### config.mk
export PLATFORM = sky130hd
export DESIGN_NAME = div_clk_monitor
export DESIGN_NICKNAME = d
export VERILOG_FILES = /design/src/rtl/divmon_pkg.sv /design/src/rtl/sync_edge.sv /design/src/rtl/div_clk_monitor.sv
export SDC_FILE = /design/constraint.sdc
export NUM_CORES = 1
export LEC_CHECK = 0
export CORE_AREA = 2 2 94 96
export CTS_BUF_LIST = sky130_fd_sc_hd__clkbuf_16
export CTS_CLUSTER_SIZE = 40
export DETAILED_ROUTE_END_ITERATION = 16
export DIE_AREA = 0 0 96 98
export GPL_TIMING_DRIVEN = 0
export SKIP_CTS_REPAIR_TIMING = 1
export SLEW_MARGIN = 0
export SYNTH_ARGS = -nofsm -noshare
export SYNTH_HDL_FRONTEND = slang
export SYNTH_SLANG_ARGS = --single-unit
### constraint.sdc
create_clock -name clk_in -period 2.8 [get_ports clk_in]
set_input_delay 0.28 -clock clk_in [delete_from_list [all_inputs] [get_ports clk_in]]
set_output_delay 0.28 -clock clk_in [all_outputs]
set_load 0.01 [all_outputs]
### src/rtl/divmon_pkg.sv
// divmon_pkg: shared state type, default constants and helpers for div_clk_monitor.
`default_nettype none

package divmon_pkg;

   typedef enum logic [1:0] {
      IDLE  = 2'd0,
      FIRST = 2'd1,
      MEAS  = 2'd2
   } divmon_state_t;

   localparam int DIVMON_CNT_W      = 16;
   localparam int DIVMON_EXP_PERIOD = 10;

   function automatic int unsigned abs_diff(input int unsigned a, input int unsigned b);
      return (a > b) ? (a - b) : (b - a);
   endfunction

endpackage

`default_nettype wire

### src/rtl/sync_edge.sv
// sync_edge: 2-flop synchronizer for an asynchronous level plus one-cycle rise/fall pulses.
`default_nettype none

module sync_edge (
   input  logic clk_in,
   input  logic reset,
   input  logic din,
   output logic level,
   output logic rise,
   output logic fall
);

   logic s1;
   logic s2;
   logic s3;

   always_ff @(posedge clk_in or negedge reset) begin
      if (!reset) begin
         s1 <= 1'b0;
         s2 <= 1'b0;
         s3 <= 1'b0;
      end else begin
         s1 <= din;
         s2 <= s1;
         s3 <= s2;
      end
   end

   assign level = s2;
   assign rise  = s2 & ~s3;
   assign fall  = ~s2 & s3;

endmodule

`default_nettype wire

### src/rtl/div_clk_monitor.sv
// div_clk_monitor: measures period/high time of a divided clock and reports lock to EXP_PERIOD.
// Optional stall detection is built when DIVMON_TIMEOUT_EN is defined.
`default_nettype none

module div_clk_monitor
   import divmon_pkg::*;
#(
   parameter int CNT_W      = DIVMON_CNT_W,
   parameter int EXP_PERIOD = DIVMON_EXP_PERIOD,
   parameter int TOL        = 0,
   parameter int LOCK_CNT   = 4,
   parameter int TIMEOUT    = 64
) (
   input  logic             clk_in,
   input  logic             reset,
   input  logic             sig_in,
   output logic [CNT_W-1:0] period,
   output logic [CNT_W-1:0] high_time,
   output logic             meas_valid,
   output logic             locked,
   output logic             stall
);

   localparam int               MC_W    = $clog2(LOCK_CNT + 1);
   localparam logic [CNT_W-1:0] CNT_MAX = '1;
   localparam logic [MC_W-1:0]  LOCK_V  = MC_W'(LOCK_CNT);

   logic             s2;
   logic             rise;
   logic             fall;
   logic [CNT_W-1:0] cnt;
   logic [CNT_W-1:0] hcnt;
   logic [CNT_W-1:0] cnt_inc;
   logic [MC_W-1:0]  match_cnt;
   logic [MC_W-1:0]  match_cnt_next;
   logic             match;
   divmon_state_t    state;

   sync_edge u_sync_edge (
      .clk_in (clk_in),
      .reset  (reset),
      .din    (sig_in),
      .level  (s2),
      .rise   (rise),
      .fall   (fall)
   );

   assign cnt_inc = (cnt == CNT_MAX) ? cnt : cnt + 1'b1;

   // A saturated counter means the real period is unknown, so it can never match.
   assign match = (cnt != CNT_MAX) &&
                  (abs_diff(32'(cnt), EXP_PERIOD) <= TOL);

   assign match_cnt_next = !match              ? '0 :
                           (match_cnt == LOCK_V) ? match_cnt :
                                                   match_cnt + 1'b1;

   always_ff @(posedge clk_in or negedge reset) begin
      if (!reset) begin
         state      <= IDLE;
         cnt        <= '0;
         hcnt       <= '0;
         period     <= '0;
         high_time  <= '0;
         meas_valid <= 1'b0;
         match_cnt  <= '0;
         locked     <= 1'b0;
`ifdef DIVMON_TIMEOUT_EN
         stall      <= 1'b0;
`endif
      end else begin
         meas_valid <= 1'b0;
         locked     <= (match_cnt == LOCK_V);
         cnt        <= rise ? CNT_W'(1) : cnt_inc;

         if (rise) begin
            hcnt <= CNT_W'(1);
         end else if (s2 && (hcnt != CNT_MAX)) begin
            hcnt <= hcnt + 1'b1;
         end

         if (fall && (state != IDLE)) begin
            high_time <= hcnt;
         end

         if (rise) begin
`ifdef DIVMON_TIMEOUT_EN
            stall <= 1'b0;
`endif
            if (state == IDLE) begin
               state <= FIRST;
            end else begin
               state      <= MEAS;
               period     <= cnt;
               meas_valid <= 1'b1;
               match_cnt  <= match_cnt_next;
            end
         end
`ifdef DIVMON_TIMEOUT_EN
         else if (32'(cnt_inc) == TIMEOUT && cnt != cnt_inc) begin
            // Lost edge: restart from IDLE so the next rise is only a reference.
            stall     <= 1'b1;
            state     <= IDLE;
            match_cnt <= '0;
            locked    <= 1'b0;
         end
`endif
      end
   end

`ifndef DIVMON_TIMEOUT_EN
   assign stall = 1'b0;
`endif

endmodule

`default_nettype wire

## Word-level counts from Yosys, hierarchy flattened

Index checks and enable logic that the tools add are counted.

| storage, ports and cells | value |
|---|---|
| register bits after elaboration | 74 |
| input port bits | 3 |
| output and inout port bits | 35 |
| logic and storage cells | 47 |

| cells by class | value |
|---|---|
| add/sub/neg operators | 5 |
| magnitude comparators | 2 |
| eq/ne operators | 6 |
| mux-type cells | 10 |
| bitwise operators | 5 |
| reductions and logical operators | 8 |

Operators with widths:

| cell | count |
|---|---|
| 2-to-1 mux 16 bit | 4 |
| adder 16 x 1 -> 16 bit, second input constant | 2 |
| <= comparator 32 x 1 -> 1 bit, second input constant | 1 |
| 2-to-1 mux 32 bit | 1 |
| inequality test 16 bit, second input constant | 2 |
| subtractor 16 x 4 -> 17 bit, second input constant | 1 |
| subtractor 4 x 16 -> 17 bit, first input constant | 1 |
| equality test 16 bit, second input constant | 1 |
| > comparator 16 x 4 -> 1 bit, second input constant | 1 |
| 2-to-1 mux 3 bit | 2 |
| nonzero test 2 bit | 2 |
| adder 3 x 1 -> 3 bit, second input constant | 1 |
| equality test 3 bit, second input constant | 1 |
| logical AND 1 bit | 3 |
| inverter 1 bit | 3 |
| AND reduction 3 bit | 1 |
| bitwise AND 1 bit | 2 |
| zero test 2 bit | 1 |
| 2-to-1 mux 1 bit | 2 |
| 2-to-1 mux 2 bit | 1 |
| inequality test 2 x 1 -> 1 bit, second input constant | 1 |
| inequality test 2 bit, second input constant | 1 |
| AND reduction 2 bit | 1 |

## Logic depth before layout (Yosys ltp)

Gate-level depths: netlist (run 1).

| depth | value |
|---|---|
| depth after elaboration | 6 |
| mapped depth | 10 |
| gate-level depth less buffers | 9 |

## Cells and area by module

From an unflattened synthesis (run 1), not the netlist that was laid out.

| second synthesis, totals | value |
|---|---|
| cells, all modules | 380 |
| area total of the unflattened synthesis | 3633.5 µm² |

By module, submodules not included:

| module | times used | cells each | area an instance (µm²) | sequential area each (µm²) |
|---|---|---|---|---|
| div_clk_monitor | 1 | 375 | 3543.4 | 1776.7 |
| sync_edge | 1 | 5 | 90.1 | 75.1 |

## Least setup slack after synthesis (run 1)

OpenSTA, ideal clock, no wires.

| timing | value |
|---|---|
| path type | register -> register |
| from | register cnt[2] |
| to | register match_cnt[1] |
| arrival time | 2.273 ns |
| required time | 2.673 ns |
| path slack | 0.400 ns |
| stages on the path, launching flop included | 11 |
| period minus slack after synthesis | 2.400 ns |
| cell sequence | dfrtp_1 > clkbuf_1 > inv_1 > ha_1 > nor2b_1 > a211oi_2 > and4bb_1 > o31ai_1 > a2111oi_4 > a31oi_1 > o22ai_1 |

| on the way | value |
|---|---|
| word-level cells in the longest chain between the ends | 6 |
| elaborated cells on any way between the ends | 10 |

RTL lines:

| element | line | RTL |
|---|---|---|
| start: declaration | div_clk_monitor.sv:31 | `logic [CNT_W-1:0] cnt;` |
| start signal: assignment | div_clk_monitor.sv:74 | `cnt <= rise ? CNT_W'(1) : cnt_inc;` |
| subtractor 4 x 16 -> 17 bit, or another cell as far along | divmon_pkg.sv:16 | `return (a > b) ? (a - b) : (b - a);` |
| 2-to-1 mux 32 bit | divmon_pkg.sv:16 |  |
| <= comparator 32 x 1 -> 1 bit | div_clk_monitor.sv:52 | `(abs_diff(32'(cnt), EXP_PERIOD) <= TOL);` |
| logical AND 1 bit * | div_clk_monitor.sv:51 | `assign match = (cnt != CNT_MAX) &&` |
| inequality test 2 bit (no source line) | -- |  |
| AND reduction 3 bit (no source line) | -- |  |
| end signal: assignment | div_clk_monitor.sv:96 | `match_cnt <= match_cnt_next;` |
| end: declaration | div_clk_monitor.sv:34 | `logic [MC_W-1:0] match_cnt;` |

Every way passes the cells marked *; elsewhere a longest branch is shown, timed or not.
A chain may end at the register's enable or synchronous reset.

## Worst setup path after layout (run 1)

| timing | value |
|---|---|
| from | register cnt[15] |
| to | register match_cnt[1] |

The elaborated chain is that of the path after synthesis.

==> results by group, run 1 <==
Flow run
  – Max-cap violations: 0

Layout
  – N_diodes: 0
  – Fillcell total: 760
  – Syn-to-layout area delta: 22.4%
  – Nets: ~430
  – Fraction of layout cells with a size suffix above 1: roughly 12%

Critical path
  – Worst stage delay on the critical path: around 0.49 ns
  – Worst-path maximum fanout: 8
  – Worst Path Arrival: between 2 and 3 ns
  – Setup crit end kind: flip-flop
  – Setup CP Type: reg2reg
  – Worst setup SP type: flip-flop
  – Buf/Inv on CP: 1
  – Worst-path cell chain: clkbuf_1 > or3_1 > a211oi_2 > mux2i_1 > nand2_1 > a2111oi_4 > a31oi_1 > o22ai_1
  – Slowest stage cell on the critical path: or3_1
  – Worst path top cell family by delay: compound AO/OA/AOI/OAI gates
  – WP depth: 8
  – R2R depth: 8
  – WP data required: 3.06 ns

Power and ir drop
  – Maximum VDD drop: ~0.36 mV
  – Static Leak: between 2 and 2.5 nW
  – Pwr/cell area: 690 nW/µm²

Min path
  – Hold Path Depth: 0
  – Worst Hold Class: reg2reg

Synthesis
  – FFs w/ async S/R, synth: 100%
  – Seq/Total Area, Yosys: 50.4%
  – Synth cell types: 55
  – Synth top cells by count: 74 x dfrtp_1, 58 x nand2_1, 33 x nor2_1
  – Leading area contributor after synthesis: dfrtp_1
  – Number of flops mapped to enable cells by yosys: 0
  – Area of the mapped netlist: 3680 µm²
  – YS warnings: 0
  – Prevailing post-synth register cell: dfrtp_1
  – Most common cell in the netlist: dfrtp_1
  – Cell count after synthesis: about 370
  – Top post-synthesis cells by area: dfrtp_1 50%, nand2_1 5.9%, mux2_2 4.9%
  – Yosys top cell area share: roughly half
  – Syn avg cell area: about 10 µm²
  – Seq cells post-synth: 74
  – Mapped Nets: 380

Drt
  – Drt drc: 0
  – Pre-Repair DR Iteration Count: 4
  – Vias post-DR: about 2700
  – Iter 0 DRT Violations: 120
  – Wirelength, routed: between 7000 and 8000 µm
  – Detail Route Antenna Nets: 0
  – Drt via density: roughly 5.2
  – DR WL/cell: approximately 14 µm

Timing
  – Fin. Hold Viols: 0
  – Final slew viol count: 0
  – Tmin final: around 2.7 ns
  – Setup TNS: 0 ns
  – Max Fclk: roughly 0.37 GHz
  – Tightest Pin Transition: between 0.9 and 1 ns
  – Final Setup Violations: 0
  – Setup Skew: 0.00598 ns
  – Tcrit/Tclk final: between 90% and 100%
  – Worst hold slack: ~0.35 ns
  – Max-Slew Margin vs Limit: between 30% and 40%
  – Unrepaired setup endpoints after global routing: false

Floorplanning
  – Die Height: 98 µm
  – Die Area: 9410 µm²
  – Core area: approximately 8500 µm²
  – Initial core utilization: 43.4%
  – Site row count: 34
  – Die Span X: 96 µm
  – # IOs: 38

Global routing
  – Number of global-route vias before repair: 2696
  – Remaining Overflow, GRT: 0
  – Global-route wire length before repair: ~13000 µm
  – Initial antenna violation count: 0
  – All-layer global routing usage: a little under a fifth
  – Largest net degree at the start of global routing: 39

Clock network
  – Clock Tree Root: clkbuf_16
  – Max Buffers Root-to-Sink: 2
  – Sink Count: 74
  – Clk_lat worst skew: 0.33 ns
  – Inserted Clock Buffers: 9
  – CTS tree: yes
  – Htree depth: 3
  – Clock transition at path regs: about 0.060 ns

Place
  – DPL Wire Length: roughly 5500 µm
  – PortBufs: 36
  – RePlAce Congestion: 0.853

Run status
  – Status: completed
==> worst paths after layout <==
check / startpoint / to / slack [ns]
setup / recovery: cnt[15] / match_cnt[1] / 0.13
hold / removal: u_sync_edge.s1 / u_sync_edge.level / 0.35
setup reg to reg: cnt[15] / match_cnt[1] / 0.13
hold reg to reg: u_sync_edge.s1 / u_sync_edge.level / 0.35
max in group asynchronous: reset / cnt[5] / 1.78
min in group asynchronous: reset / period[10] / 0.46
==> routing by layer <==
| metal | wire (µm) | track usage, % | share of wire (%) |
|---|---|---|---|
| met2 | 3510 | 27.3 | 46 |
| met1 | 3700 | 25.4 | 49 |
| met5 | 0 | 0 | 0 |
| met3 | 261 | 4.17 | 3.4 |
| met4 | 125 | 6.04 | 1.6 |
==> through the flow <==
step / power (W) / utilization (%) / cells / worst slack, ns / cell area (µm²)
global placement: 0.00198 / 49.3 / 511 / -1.15 / 4170
global route: 0.00328 / 53.1 / 528 / 0.0121 / 4500
finish: 0.00310 / 53.1 / 528 / 0.133 / 4500
floorplan: 0.00175 / - / 367 / 0.400 / 3680
detailed placement: 0.00198 / 49.5 / 512 / -0.0695 / 4190
CTS: 0.00314 / 53.0 / 528 / -0.0960 / 4480
==> state kept, by name, indices dropped and copies added, names as in the netlist <==
register,cells
locked,1
u_sync_edge.s3,1
u_sync_edge.s1,1
period,16
high_time,16
match_cnt,3
meas_valid,1
state,2
u_sync_edge.level,1
hcnt,16
cnt,16
==> layout by cell type, fill, tap and decap left out, types with 3 or more instances in the layout <==
cell type,instances
and4_1,6
nand3_1,14
mux2_2,16
a31oi_1,3
a21oi_1,9
clkbuf_16,9
nand2b_1,4
ha_1,10
buf_4,3
dfrtp_1,74
inv_1,13
nand2_1,58
xnor2_1,11
clkdlybuf4s50_1,35
nand4_1,5
nor2b_1,4
o21ai_0,14
xor2_1,11
and2_1,5
nor4_1,3
clkbuf_1,12
o22ai_1,3
mux2i_1,4
nor2_1,33
or3_1,5
nor3_1,7
==> where the power goes <==
part | leakage, nW | total (W) | internal, W | switching [W]
Sequential | 0.999 | 0.00125 | 0.00116 | 0.0000922
Combinational | 0.876 | 0.000717 | 0.000337 | 0.000380
Clock | 0.147 | 0.00114 | 0.000687 | 0.000448
Total | 2.02 | 0.00310 | 0.00218 | 0.000921
==> cells by family after synthesis <==
kind of cell	Yosys count	share of synthesized area, %
DFF	74	50.4
xor gates and xnor gates	22	5.24
muxes	20	5.99
buffers and inverters	32	3.91
and+or+nand+nor	160	21.8
AOI/OAI and AO/OA	48	9.16
adders and majority gates	10	3.40
other	1	0.102
==> area by class of cell <==
cell class              count  area [µm²]  share of cell area, %
well taps                 108         135                   3.00
repair buffers             38         388                   8.62
clock buffers               9         225                   5.01
clock inverters             7        68.8                   1.53
inverters                  12        45.0                   1.00
flip-flops and latches     74        1850                   41.2
plain buffers              19        95.1                   2.11
multi-input cells         261        1690                   37.6
(Power assumes the default switching activity.)
==> run 2, diff against run 1 <==
Settings changed: CORE_AREA 2 2 94 96 to 2 2 95 97, DIE_AREA 0 0 96 98 to 0 0 97 99.
==> run 2 against run 1 <==
Compared with the run above:
- combinational power is 4.0% higher
- clock skew is 0.0055 ns higher
- critical path depth increased by 1
- non-clock buffer count unchanged
- core utilization fell by 0.090 points
- cell count down 0.19%
- register-to-register slack improved by 0.04 ns
- sequential share of layout area decreased by 0.34 points
- critical endpoint is now match_cnt[0]
- largest cell class unchanged
- highest routed layer unchanged
==> results by group, run 2 (synthesis results as in run 1) <==
Critical path
  – Worst setup SP type: flip-flop
  – Critical path launch point: cnt[6]
  – Worst R2R Start: cnt[6]
  – R2R depth: 9 (+1)
  – Worst stage delay on the critical path: 0.51 ns (+0.02 ns)
  – WP data required: 3.06 ns (about the same)
  – Slowest stage cell on the critical path: or4_4
  – Reg2reg end: match_cnt[0]
  – Worst Path Arrival: 2.88 ns (-0.04 ns)
  – Setup CP Type: reg2reg
  – Worst R2R Setup Slack: 0.18 ns (+0.04 ns)
  – Worst-path maximum fanout: 10 (+2)
  – Worst-path cell chain: buf_4 > or4_4 > buf_6 > nor4_2 > a21boi_2 > nor2_1 > a2111oi_4 > nand4b_1 > mux2i_1
  – Setup crit end kind: flip-flop

Timing
  – Tightest Pin Transition: 0.926 ns (-0.0120 ns)
  – Tcrit/Tclk final: 93.7% (-1.6 points)
  – Final slew viol count: 0 (unchanged)
  – Max-Slew Margin vs Limit: 38.2% (+0.80 points)
  – Final Setup Violations: 0 (unchanged)
  – Tmin final: 2.62 ns (-0.0446 ns)
  – Unrepaired setup endpoints after global routing: true
  – Max Fclk: 0.381 GHz (+1.7%)
  – Setup TNS: 0 ns (unchanged)
  – Fin. Hold Viols: 0 (unchanged)
  – Setup Skew: 0.0115 ns (+0.00552 ns)

Layout
  – Syn-to-layout area delta: 23.4%
  – Commonest non-fill, non-tap cell in the layout: dfrtp_1
  – Most frequent cells in the layout: 74 x dfrtp_1, 58 x nand2_1, 35 x clkdlybuf4s50_1
  – Fillcell total: 813 (+7.0%)
  – Final core area utilization: 53.0% (-0.090 points)
  – N_diodes: 0 (unchanged)
  – Cell Count, Final, Fillers Out: 527 (-0.19%)
  – Fraction of layout cells with a size suffix above 1: 11.9% (-0.21 points)
  – Nets: 428 (unchanged)

Clock network
  – Max Buffers Root-to-Sink: 2 (unchanged)
  – Sink Count: 74 (unchanged)
  – Inserted Clock Buffers: 9 (unchanged)
  – CTS tree: yes
  – Htree depth: 3 (unchanged)
  – Clock Tree Root: clkbuf_16
  – Clk_lat worst skew: 0.33 ns (about the same)
  – Clock transition at path regs: 0.06 ns (about the same)

Power and ir drop
  – Flop pwr share: 38.9% (-1.4 points)
  – Int Pwr: 0.00228 W (+4.2%)
  – Maximum VDD drop: 0.329 mV (-7.8%)
  – Static Leak: 2.04 nW (+0.93%)
  – Pwr/cell area: 708 nW/µm² (+2.6%)
  – Clock share of power: 37.8% (+1.2 points)
  – Total design power: 0.00321 W (+3.4%)
  – Sw frac: 29.1% (-0.53 points)
  – Gate power share: 23.2% (about the same)
  – NetSw: 0.000935 W (+1.6%)

Drt
  – Detail Route Antenna Nets: 0 (unchanged)
  – Drt drc: 0 (unchanged)
  – Wirelength, routed: 7830 µm (+3.0%)
  – Pre-Repair DR Iteration Count: 4 (unchanged)
  – DR WL/cell: 14.9 µm (+3.2%)
  – Drt via density: 5.25 (+1.0%)
  – Iter 0 DRT Violations: 89 (-26%)
  – Vias post-DR: 2766 (+0.84%)

Floorplanning
  – Die Height: 99 µm (+1.0%)
  – Die Area: 9600 µm² (+2.1%)
  – # IOs: 38 (unchanged)
  – Site row count: 34 (unchanged)
  – Die Span X: 97 µm (+1.0%)
  – Initial core utilization: 43.0% (-0.43 points)
  – Core area: 8550 µm² (+1.0%)

Place
  – PortBufs: 36 (unchanged)
  – RePlAce Congestion: 0.863 (+1.2%)
  – Placed Instances: 512 (unchanged)
  – DPL Wire Length: 5550 µm (+1.3%)

Run status
  – Status: completed

Global routing
  – Number of global-route vias before repair: 2797 (+3.7%)
  – All-layer global routing usage: 17.7% (-0.26 points)
  – Largest net degree at the start of global routing: 39 (unchanged)
  – Remaining Overflow, GRT: 0 (unchanged)
  – Initial antenna violation count: 0 (unchanged)
  – Global-route wire length before repair: 13800 µm (+4.2%)

Min path
  – Hold Path Depth: 0 (unchanged)
  – Worst Hold Class: reg2reg
  – Worst Hold Path EP: u_sync_edge.level
  – Hold_sp: u_sync_edge.s1

Flow run
  – Max-cap violations: 0 (unchanged)
run 2: changes by cell type in the layout (fill, tap and decap cells not counted), sizes merged:
cell,change
bufinv,+1
clkinv,-3
inv,+1
run 2: metrics by stage:
step / setup slack, ns / hold WS, ns / instance area (µm²)
after global placement: -1.19 / 0.338 / 4170
after detailed placement: -0.142 / 0.280 / 4190
after floorplan: 0.400 / -0.0156 / 3680
after CTS: -0.199 / -0.0778 / 4500
after global routing: -0.0433 / 0.376 / 4540
final: 0.177 / 0.351 / 4540
run 2: layout make-up:
cell class,instances,area [µm²],share of cell area [%]
multi-input combinational,261,1710,37.7
clock inverter,6,83.8,1.85
sequential,74,1850,40.8
timing repair buffer,38,388,8.55
buffer,19,95.1,2.10
inverter,12,45.0,0.993
clock buffer,9,225,4.97
tap,108,135,2.98
run 2: per-layer routing:
| metal | vias to the layer above | track usage (%) | part of all wire [%] |
|---|---|---|---|
| met1 | 1358 | 24.5 | 50 |
| met3 | 8 | 3.05 | 2.3 |
| met4 | 0 | 7.48 | 0.97 |
| met2 | 42 | 27.9 | 47 |
| li1 | 1358 | - | - |
| met5 | - | 0 | 0 |
run 2: power by group through the flow:
stage | Clock [W] | Sequential, W | Combinational, W
after floorplan | 0 | 0.00126 | 0.000491
after global placement | 0 | 0.00125 | 0.000735
after detailed placement | 0 | 0.00125 | 0.000740
after CTS | 0.00124 | 0.00123 | 0.000749
after global routing | 0.00128 | 0.00127 | 0.000837
final | 0.00121 | 0.00125 | 0.000746
run 2: critical path: cells and delay by family, from the launching register on:
family	cells	cell delay (ns)
compound gates	2	0.63
buf+inv	2	0.32
flops	1	0.36
mux	1	0.16
simple gates	4	1.08
run 2: worst max path at each step:
stage                     to
6_report        match_cnt[0]
5_1_grt         match_cnt[0]
4_1_cts         match_cnt[0]
3_5_place_dp    match_cnt[0]
3_3_place_gp   high_time[13]
2_1_floorplan   match_cnt[1]
==> run 3, diff against run 2 <==
Clock period 2.8 ns to 3.4 ns, I/O delays scaled along.
==> run 3 against run 2 <==
Compared with the run above:
- the flow now finishes with violations (hold timing)
- non-clock buffer count is the same
- design area shrank 0.83%
- clock power shrank 17%
- register-to-register slack gained 0.22 ns
- core utilization shrank 0.44 points
- first-iteration DRC count shrank 1.1%
- worst hold slack lost 0.39 ns
- cell count is the same
- combinational power shrank 18%
- via count shrank 0.18%
- worst setup slack gained 0.22 ns
- total power shrank 18%
- highest routed layer unchanged
==> results by group, run 3 (synthesis results as in run 1) <==
Run status
  – Status: complete, but fails checks
  – Violated checks: hold timing

Timing
  – Max-Slew Margin vs Limit: 38.1% (about the same)
  – Tightest Pin Transition: 0.926 ns (+0.000101 ns)
  – Worst hold slack: -0.0409 ns (-0.392 ns)
  – Final Setup Violations: 0 (unchanged)
  – Setup TNS: 0 ns (unchanged)
  – PnR worst setup slack: 0.401 ns (+0.223 ns)
  – Tmin final: 3.00 ns (+0.377 ns)
  – Fin. Hold Viols: 37 (+37)
  – Unrepaired setup endpoints after global routing: false
  – Setup Skew: 0.0119 ns (+0.000401 ns)
  – Max Fclk: 0.333 GHz (-13%)
  – Final slew viol count: 0 (unchanged)
  – Tcrit/Tclk final: 88.2% (-5.5 points)

Critical path
  – Worst setup SP type: flip-flop
  – Worst Path Arrival: 3.21 ns (+0.33 ns)
  – Reg2reg end: match_cnt[0]
  – R2R depth: 10 (+1)
  – Worst R2R Start: cnt[2]
  – Setup crit end kind: flip-flop
  – Setup CP Type: reg2reg
  – Worst R2R Setup Slack: 0.40 ns (+0.22 ns)
  – WP data required: 3.61 ns (+0.55 ns)
  – Worst-path maximum fanout: 9 (-1)

Drt
  – Wirelength, routed: 7750 µm (-1.0%)
  – Drt drc: 0 (unchanged)
  – DR WL/cell: 14.7 µm (-1.0%)
  – Vias post-DR: 2761 (-0.18%)
  – Iter 0 DRT Violations: 88 (-1.1%)
  – Pre-Repair DR Iteration Count: 4 (unchanged)
  – Detail Route Antenna Nets: 0 (unchanged)
  – Drt via density: 5.24 (-0.18%)

Layout
  – Fin area: 4500 µm² (-0.83%)
  – Area of the multi-input gates: 1680 µm² (-1.8%)
  – Syn-to-layout area delta: 22.4%
  – Fillcell total: 821 (+0.98%)
  – Cell Count, Final, Fillers Out: 527 (unchanged)
  – Final core area utilization: 52.6% (-0.44 points)
  – Seq. cell area: 1850 µm² (unchanged)
  – Fraction of layout cells with a size suffix above 1: 11.2% (-0.72 points)
  – Nets: 428 (unchanged)
  – Commonest non-fill, non-tap cell in the layout: dfrtp_1
  – Most frequent cells in the layout: 74 x dfrtp_1, 58 x nand2_1, 35 x clkdlybuf4s50_1
  – N_diodes: 0 (unchanged)

Power and ir drop
  – NetSw: 0.000761 W (-19%)
  – Int Pwr: 0.00187 W (-18%)
  – Pwr/cell area: 585 nW/µm² (-17%)
  – Static Leak: 2.03 nW (-0.72%)
  – Clock share of power: 38.1% (+0.3 points)
  – Maximum VDD drop: 0.270 mV (-18%)
  – Gate power share: 23.3% (about the same)
  – Flop pwr share: 38.7% (-0.2 points)
  – Sw frac: 28.9% (-0.19 points)

Global routing
  – Remaining Overflow, GRT: 0 (unchanged)
  – Largest net degree at the start of global routing: 39 (unchanged)
  – Global-route wire length before repair: 13800 µm (unchanged)
  – All-layer global routing usage: 17.7% (unchanged)
  – Initial antenna violation count: 0 (unchanged)
  – Number of global-route vias before repair: 2797 (unchanged)

Place
  – Pre-CTS setup slack: 0.458 ns (+0.600 ns)
  – DPL Wire Length: 5550 µm (unchanged)
  – Placed Instances: 512 (unchanged)
  – RePlAce Congestion: 0.863 (unchanged)
  – PortBufs: 36 (unchanged)
  – Placed inst area: 4190 µm² (unchanged)

Clock network
  – CTS tree: yes
  – Clk_lat worst skew: 0.34 ns (about the same)
  – Inserted Clock Buffers: 9 (unchanged)
  – Max Buffers Root-to-Sink: 2 (unchanged)
  – Htree depth: 3 (unchanged)
  – Sink Count: 74 (unchanged)
  – Clock transition at path regs: 0.06 ns (about the same)
  – Clock Tree Root: clkbuf_16

Floorplanning
  – Die Area: 9600 µm² (unchanged)
  – Core area: 8550 µm² (unchanged)
  – Initial core utilization: 43.0% (unchanged)
  – Die Span X: 97 µm (unchanged)
  – Die Height: 99 µm (unchanged)
  – Site row count: 34 (unchanged)
  – # IOs: 38 (unchanged)

Flow run
  – Max-cap violations: 0 (unchanged)

Min path
  – Worst Hold Class: in2async
run 3: changes by cell type in the layout (fill, tap and decap cells not counted), sizes merged:
cell	delta
dlygate4sd3	-1
clkbuf	+1
run 3: area by class of cell:
type,instances,area share [%]
Tap cell,108,3.00
Multi-Input combinational cell,261,37.4
Buffer,20,2.20
Sequential cell,74,41.2
Clock inverter,6,1.86
Clock buffer,9,5.01
Inverter,12,1.00
Timing Repair Buffer,37,8.40
run 3: how the worst max path moves through the flow:
stage | start | endpoint | cells after the start
6_report | cnt[2] | match_cnt[0] | 10
5_1_grt | cnt[2] | match_cnt[0] | 10
3_3_place_gp | reset | high_time[13] | 1
4_1_cts | cnt[2] | match_cnt[0] | 10
2_1_floorplan | cnt[2] | match_cnt[1] | 10
3_5_place_dp | cnt[2] | match_cnt[0] | 10
run 3: worst max-delay path, cell delays in order, from the launching register on:
cell and delay (ns):
dfrtp_1 0.34, clkbuf_1 0.31, inv_1 0.16, ha_1 0.23, nor2b_1 0.50, a211oi_2 0.24, and4bb_1 0.25, o31ai_1 0.38
a2111oi_4 0.10, a31oi_1 0.25, mux2i_1 0.10
run 3: stage by stage:
| step | hold WS (ns) | power (W) |
|---|---|---|
| finish | -0.0409 | 0.00263 |
| global route | 0.00655 | 0.00277 |
| floorplan | 0.0444 | 0.00144 |
| detailed placement | 0.340 | 0.00164 |
| CTS | -0.0178 | 0.00265 |
| global placement | 0.338 | 0.00164 |
run 3: metal layers:
metal  up-vias  wire, µm  GRT usage (%)
met2        49      3580           27.9
met4         0       121           7.48
li1       1358         -              -
met5         -         0              0
met1      1342      3820           24.5
met3        12       225           3.05
run 3: power groups by stage:
stage	logic, W	clock network [W]	registers, W
global placement	0.000605	0	0.00103
finish	0.000612	0.00100	0.00102
global route	0.000691	0.00105	0.00103
CTS	0.000617	0.00102	0.00102
detailed placement	0.000610	0	0.00103
floorplan	0.000405	0	0.00104
